[config.mk]
export PLATFORM = sky130hd
export DESIGN_NAME = tour_cmd_sequencer_flat
export DESIGN_NICKNAME = d
export VERILOG_FILES = /design/src/rtl/tour_cmd_sequencer_if.sv /design/src/rtl/tour_cmd_sequencer.sv /design/src/flat_wrapper.sv
export SDC_FILE = /design/constraint.sdc
export NUM_CORES = 1
export LEC_CHECK = 0
export CORE_AREA = 2 2 150 152
export DETAILED_ROUTE_END_ITERATION = 10
export DIE_AREA = 0 0 152 154
export PLACE_DENSITY = 0.9
export SLEW_MARGIN = 20
export SYNTH_ARGS = -nofsm -noshare
export SYNTH_HDL_FRONTEND = slang
export SYNTH_SLANG_ARGS = --single-unit
[constraint.sdc]
create_clock -name clk -period 3.1 [get_ports clk]
set_input_delay 0.62 -clock clk [delete_from_list [all_inputs] [get_ports clk]]
set_output_delay 0.62 -clock clk [all_outputs]
set_load 0.02 [all_outputs]
[src/rtl/tour_cmd_sequencer_if.sv]
// Bundles the script-load, playback-control, RemoteComm handshake and status
// signals of tour_cmd_sequencer. master = sequencer side, slave = environment side.
interface tour_cmd_sequencer_if #(
  parameter int unsigned DEPTH = 16
);
  localparam int unsigned AW = $clog2(DEPTH);

  logic          wr_en;
  logic [AW-1:0] wr_addr;
  logic [15:0]   wr_data;
  logic [AW:0]   num_cmds;
  logic          start;
  logic [15:0]   cmd;
  logic          snd_cmd;
  logic          cmd_snt;
  logic          resp_rdy;
  logic [7:0]    resp;
  logic          busy;
  logic          done;
  logic          err;
  logic [1:0]    err_code;
  logic [AW-1:0] cmd_idx;

  modport master (
    input  wr_en, wr_addr, wr_data, num_cmds, start, cmd_snt, resp_rdy, resp,
    output cmd, snd_cmd, busy, done, err, err_code, cmd_idx
  );

  modport slave (
    output wr_en, wr_addr, wr_data, num_cmds, start, cmd_snt, resp_rdy, resp,
    input  cmd, snd_cmd, busy, done, err, err_code, cmd_idx
  );
endinterface

[src/rtl/tour_cmd_sequencer.sv]
// Plays a stored script of 16-bit KnightsTour commands to RemoteComm, one per ack.
// Optional macro SEQ_RETRY_EN: one retry of a command after its first timeout.
module tour_cmd_sequencer #(
  parameter int unsigned DEPTH        = 16,
  parameter logic [23:0] RESP_TIMEOUT = 24'd8_000_000,
  parameter logic [7:0]  ACK          = 8'hA5
) (
  input  logic                 clk,
  input  logic                 rst,
  tour_cmd_sequencer_if.master bus
);
  localparam int unsigned AW = $clog2(DEPTH);
  localparam logic [AW:0] DEPTH_W = (AW+1)'(DEPTH);

  localparam logic [2:0] S_IDLE      = 3'd0;
  localparam logic [2:0] S_SEND      = 3'd1;
  localparam logic [2:0] S_WAIT_SNT  = 3'd2;
  localparam logic [2:0] S_WAIT_RESP = 3'd3;
  localparam logic [2:0] S_DONE      = 3'd4;
  localparam logic [2:0] S_ERROR     = 3'd5;

  localparam logic [1:0] E_NAK = 2'b01;
  localparam logic [1:0] E_TMO = 2'b10;

`ifdef SEQ_RETRY_EN
  localparam logic RETRY_EN = 1'b1;
`else
  localparam logic RETRY_EN = 1'b0;
`endif

  logic [15:0]   r_mem [DEPTH];
  logic [2:0]    r_state;
  logic [15:0]   r_cmd;
  logic          r_snd;
  logic          r_busy;
  logic          r_done;
  logic          r_err;
  logic [1:0]    r_code;
  logic [AW-1:0] r_idx;
  logic [AW:0]   r_num;
  logic [23:0]   r_tmo;
  logic          r_retried;

  logic [AW:0]   w_num_clamped;
  logic          w_last;
  logic [23:0]   w_tmo_next;
  logic          w_timeout;

  always_comb begin
    w_num_clamped = (bus.num_cmds > DEPTH_W) ? DEPTH_W : bus.num_cmds;
    w_last        = ({1'b0, r_idx} == (r_num - 1'b1));
    w_tmo_next    = r_tmo + 24'd1;
    // A response (or cmd_snt) on the same clock as the timeout takes precedence.
    w_timeout     = (w_tmo_next == RESP_TIMEOUT) &&
                    (((r_state == S_WAIT_SNT)  && !bus.cmd_snt) ||
                     ((r_state == S_WAIT_RESP) && !bus.resp_rdy));
  end

  always_ff @(posedge clk) begin
    if (bus.wr_en && !r_busy) r_mem[bus.wr_addr] <= bus.wr_data;
  end

  always_ff @(posedge clk) begin
    if (rst) begin
      r_state   <= S_IDLE;
      r_cmd     <= '0;
      r_snd     <= 1'b0;
      r_busy    <= 1'b0;
      r_done    <= 1'b0;
      r_err     <= 1'b0;
      r_code    <= '0;
      r_idx     <= '0;
      r_num     <= '0;
      r_tmo     <= '0;
      r_retried <= 1'b0;
    end else begin
      r_snd <= 1'b0;
      case (r_state)
        S_IDLE, S_DONE, S_ERROR: begin
          if (bus.start) begin
            r_done    <= 1'b0;
            r_err     <= 1'b0;
            r_code    <= '0;
            r_idx     <= '0;
            r_num     <= w_num_clamped;
            r_retried <= 1'b0;
            if (w_num_clamped == '0) begin
              r_state <= S_DONE;
              r_done  <= 1'b1;
            end else begin
              r_state <= S_SEND;
              r_busy  <= 1'b1;
            end
          end
        end
        S_SEND: begin
          r_cmd   <= r_mem[r_idx];
          r_snd   <= 1'b1;
          r_tmo   <= '0;
          r_state <= S_WAIT_SNT;
        end
        S_WAIT_SNT: begin
          r_tmo <= w_tmo_next;
          if (bus.cmd_snt) r_state <= S_WAIT_RESP;
        end
        S_WAIT_RESP: begin
          r_tmo <= w_tmo_next;
          if (bus.resp_rdy) begin
            if (bus.resp == ACK) begin
              if (w_last) begin
                r_state <= S_DONE;
                r_done  <= 1'b1;
                r_busy  <= 1'b0;
              end else begin
                r_idx     <= r_idx + 1'b1;
                r_retried <= 1'b0;
                r_state   <= S_SEND;
              end
            end else begin
              r_state <= S_ERROR;
              r_err   <= 1'b1;
              r_code  <= E_NAK;
              r_busy  <= 1'b0;
            end
          end
        end
        default: r_state <= S_IDLE;
      endcase

      if (w_timeout) begin
        if (RETRY_EN && !r_retried) begin
          r_retried <= 1'b1;
          r_state   <= S_SEND;
        end else begin
          r_state <= S_ERROR;
          r_err   <= 1'b1;
          r_code  <= E_TMO;
          r_busy  <= 1'b0;
        end
      end
    end
  end

  assign bus.cmd      = r_cmd;
  assign bus.snd_cmd  = r_snd;
  assign bus.busy     = r_busy;
  assign bus.done     = r_done;
  assign bus.err      = r_err;
  assign bus.err_code = r_code;
  assign bus.cmd_idx  = r_idx;
endmodule

[src/flat_wrapper.sv]
// flat-port wrapper written by rule: the top's interface ports become plain ports
module tour_cmd_sequencer_flat 
#(
  parameter int unsigned DEPTH        = 16,
  parameter logic [23:0] RESP_TIMEOUT = 24'd8_000_000,
  parameter logic [7:0]  ACK          = 8'hA5
)
  (clk, rst, bus_wr_en, bus_wr_addr, bus_wr_data, bus_num_cmds, bus_start, bus_cmd_snt, bus_resp_rdy, bus_resp, bus_cmd, bus_snd_cmd, bus_busy, bus_done, bus_err, bus_err_code, bus_cmd_idx);
  tour_cmd_sequencer_if #(.DEPTH(DEPTH)) bus_i ();
  input  logic clk;
  input  logic rst;
  input wire logic [$bits(bus_i.wr_en)-1:0] bus_wr_en;
  input wire logic [$bits(bus_i.wr_addr)-1:0] bus_wr_addr;
  input wire logic [$bits(bus_i.wr_data)-1:0] bus_wr_data;
  input wire logic [$bits(bus_i.num_cmds)-1:0] bus_num_cmds;
  input wire logic [$bits(bus_i.start)-1:0] bus_start;
  input wire logic [$bits(bus_i.cmd_snt)-1:0] bus_cmd_snt;
  input wire logic [$bits(bus_i.resp_rdy)-1:0] bus_resp_rdy;
  input wire logic [$bits(bus_i.resp)-1:0] bus_resp;
  output wire logic [$bits(bus_i.cmd)-1:0] bus_cmd;
  output wire logic [$bits(bus_i.snd_cmd)-1:0] bus_snd_cmd;
  output wire logic [$bits(bus_i.busy)-1:0] bus_busy;
  output wire logic [$bits(bus_i.done)-1:0] bus_done;
  output wire logic [$bits(bus_i.err)-1:0] bus_err;
  output wire logic [$bits(bus_i.err_code)-1:0] bus_err_code;
  output wire logic [$bits(bus_i.cmd_idx)-1:0] bus_cmd_idx;
  assign bus_i.wr_en = bus_wr_en;
  assign bus_i.wr_addr = bus_wr_addr;
  assign bus_i.wr_data = bus_wr_data;
  assign bus_i.num_cmds = bus_num_cmds;
  assign bus_i.start = bus_start;
  assign bus_i.cmd_snt = bus_cmd_snt;
  assign bus_i.resp_rdy = bus_resp_rdy;
  assign bus_i.resp = bus_resp;
  assign bus_cmd = bus_i.cmd;
  assign bus_snd_cmd = bus_i.snd_cmd;
  assign bus_busy = bus_i.busy;
  assign bus_done = bus_i.done;
  assign bus_err = bus_i.err;
  assign bus_err_code = bus_i.err_code;
  assign bus_cmd_idx = bus_i.cmd_idx;
  tour_cmd_sequencer #(.DEPTH(DEPTH), .RESP_TIMEOUT(RESP_TIMEOUT), .ACK(ACK)) u_core (.clk(clk), .rst(rst), .bus(bus_i));
endmodule
==> impl_metrics.json <==
{
  "status": "finished, final reports clean",
  "cts_max_path_buffers": 3,
  "grt_max_degree": 61,
  "num_vias": 7700,
  "finish.instance_area_sq_mm": 0.01501,
  "maxSlewViolCount": 0,
  "cts-htree-levels": 1,
  "grt_antenna_before_repair": 1,
  "min_path_type": "register to register",
  "numClockSinks": 314,
  "async_reset_ff_share_pct": 0,
  "rsz0062_at_grt": "no",
  "tritoncts": "yes",
  "cp.required_ns": 3.54,
  "finalSetupViolCount": 0,
  "fin_nets": 933,
  "vdd_drop_max_uv": 525.7,
  "die_h_um": 154,
  "setup_slack_ns": 0.3062,
  "synth_top_area_share_pct": 59.83,
  "grt_pass1_vias": 7750,
  "fin_tns_setup_ns": 0,
  "grt-ovfl-total": 0,
  "yosysSeqAreaShare_pct": 68.87,
  "area_growth_pct": 16.86,
  "ys_ff_latch": 314,
  "die_w_um": 152,
  "dpl_cell_area_sq_mm": 0.01405,
  "drv_cap": 0,
  "critPathCaptureType": "register",
  "viasPerCell": 6.444,
  "avgSynthCellArea_sq_um": 16.04,
  "dp_hpwl_um": 17680,
  "cts-root-buf": "clkbuf_16",
  "hold_viol_final": 0,
  "track_usage_pct": 25.91,
  "skew_ns": 0.01716,
  "synth_area_sq_mm": 0.01285,
  "yosysWarnings": 0,
  "synth_commonest_cells": "256 x edfxtp_1, 80 x mux4_2, 68 x nand2_1",
  "dieArea_sq_mm": 0.02341,
  "wl_per_cell_um": 24.96,
  "pre_cts_ws_ns": 0.2866,
  "rows": 54,
  "synthFlopType": "edfxtp_1",
  "holdBufCountCts": 0,
  "leakagePower_nw": 4.656,
  "finalCritPeriodShare_pct": 90.12,
  "netlist_instances": 801,
  "fin_crit_ns": 2.794,
  "synth_largest_area_cell": "edfxtp_1",
  "drt_iter0_markers": 707,
  "ios": 65,
  "p_per_area_mw_per_mm2": 605.5,
  "start_kind": "register",
  "cts_buffers": 31,
  "port_buffers": 64,
  "grt_pass1_wl_um": 46080,
  "initial_core_util_pct": 59.24,
  "synth-edff-count": 256,
  "post_cts_buffers": 0,
  "cp_max_fo": 8,
  "core_region_area_sq_mm": 0.02169,
  "fmax_mhz": 357.9,
  "ys_types": 55,
  "ys_top_cells_by_area": "edfxtp_1 60%, mux4_2 14%, dfxtp_1 9.0%",
  "clkLatencyLatePin_ns": 0.54,
  "antenna_left": 0,
  "wl_um": 29820,
  "clkSlewWorstSetupHoldPaths_ns": 0.06,
  "first_pass_iters": 5,
  "drive_gt1_share_pct": 20.90,
  "gp_routability_congestion": 0.8827,
  "synth.most_common_cell": "edfxtp_1",
  "worstMarginPinSlew_ns": 0.6249,
  "crit_type": "register to register",
  "crit_arrival_ns": 3.23,
  "synth_nets": 844,
  "ctsResizeCount": 0,
  "slew_headroom_pct": 58.34,
  "drc_errors": 0
}
==> layout make-up <==
type / count / area, sq um
clock inverters: 19 / 157.7
multi-input cells: 433 / 3824
diodes: 1 / 2.502
fillers: 1354 / 6674
flip-flops and latches: 314 / 8853
inverters: 5 / 18.77
well taps: 280 / 350.3
repair buffers: 105 / 1006
clock buffers: 38 / 802.0
==> per-stage QoR <==
step / std cells / util [%] / power (mW) / hold WS (ns)
2_1_floorplan: 801 / - / 5.254 / 0.4531
3_3_place_gp: 1137 / 64.79 / 5.603 / 0.4439
3_5_place_dp: 1137 / 64.79 / 5.633 / 0.4493
4_1_cts: 1194 / 69.22 / 9.131 / 0.4584
5_1_grt: 1195 / 69.23 / 9.385 / 0.4841
6_report: 1195 / 69.23 / 9.092 / 0.4532
==> routing by layer <==
metal	vias up	global-route usage, %	part of all wire (%)
met3	88	4.481	8.0
li1	3346	-	-
met5	-	0	0
met4	0	9.969	3.5
met2	446	45.13	52
met1	3820	32.87	36
==> state kept, by name (all words and copies together) (netlist names) <==
signal / count
u_core.bus.busy: 1
u_core.bus.cmd: 16
u_core.bus.cmd_idx: 4
u_core.bus.done: 1
u_core.bus.err: 1
u_core.bus.err_code: 2
u_core.bus.snd_cmd: 1
u_core.r_mem: 256
u_core.r_num: 5
u_core.r_state: 3
u_core.r_tmo: 24
==> worst max-delay path, cell delays in order (launching register included) <==
cell,delay [ns]
dfxtp_1,0.47
ha_1,0.27
and4_1,0.22
nor3b_2,0.42
nand2_1,0.15
xnor2_1,0.16
o2111ai_1,0.12
or4b_1,0.65
and4b_1,0.25
==> final timing paths <==
kind                                          from                  to  slack (ns)  cells after the start
worst max-delay path               u_core.r_tmo[0]   u_core.r_state[1]        0.31                      8
worst min-delay path            u_core.bus.cmd[13]  u_core.bus.cmd[13]        0.45                      2
worst max register to register     u_core.r_tmo[0]   u_core.r_state[1]        0.31                      8
worst min register to register  u_core.bus.cmd[13]  u_core.bus.cmd[13]        0.45                      2
==> layout by cell type, fill, tap and decap left out, drive strengths merged, types with 5 or more instances in the layout <==
master | netlist | final
edfxtp | 256 | 256
mux4 | 80 | 80
nand2 | 68 | 68
clkdlybuf4s50 | 0 | 63
nor2 | 60 | 60
dfxtp | 58 | 58
a21oi | 51 | 51
buf | 19 | 42
clkbuf | 30 | 38
o21ai | 28 | 28
nor3 | 15 | 15
nand3 | 14 | 14
clkinv | 0 | 11
nor3b | 9 | 9
xnor2 | 8 | 8
a311oi | 8 | 8
nand2b | 7 | 7
a22oi | 7 | 7
inv | 5 | 7
xor2 | 6 | 6
or3 | 5 | 5
a31oi | 5 | 5
nand4 | 5 | 5
==> kinds of logic (layout without fill, tap and decap cells) <==
group / count (synthesis) / count (layout) / synth area share (%)
AOI/OAI and AO/OA: 115 / 115 / 5.288
xor gates and xnor gates: 14 / 14 / 0.9543
adders and majority gates: 4 / 4 / 0.3895
buffers and inverters: 54 / 167 / 1.763
DFF: 314 / 314 / 68.87
muxes: 81 / 81 / 14.10
other: 0 / 1 / 0
and+or+nand+nor: 219 / 219 / 8.638
==> where the power goes <==
part           internal [mW]  switching, mW
logic                  0.295          0.519
registers               4.66         0.0864
clock network           2.01           1.52
(Power assumes the default switching activity.)
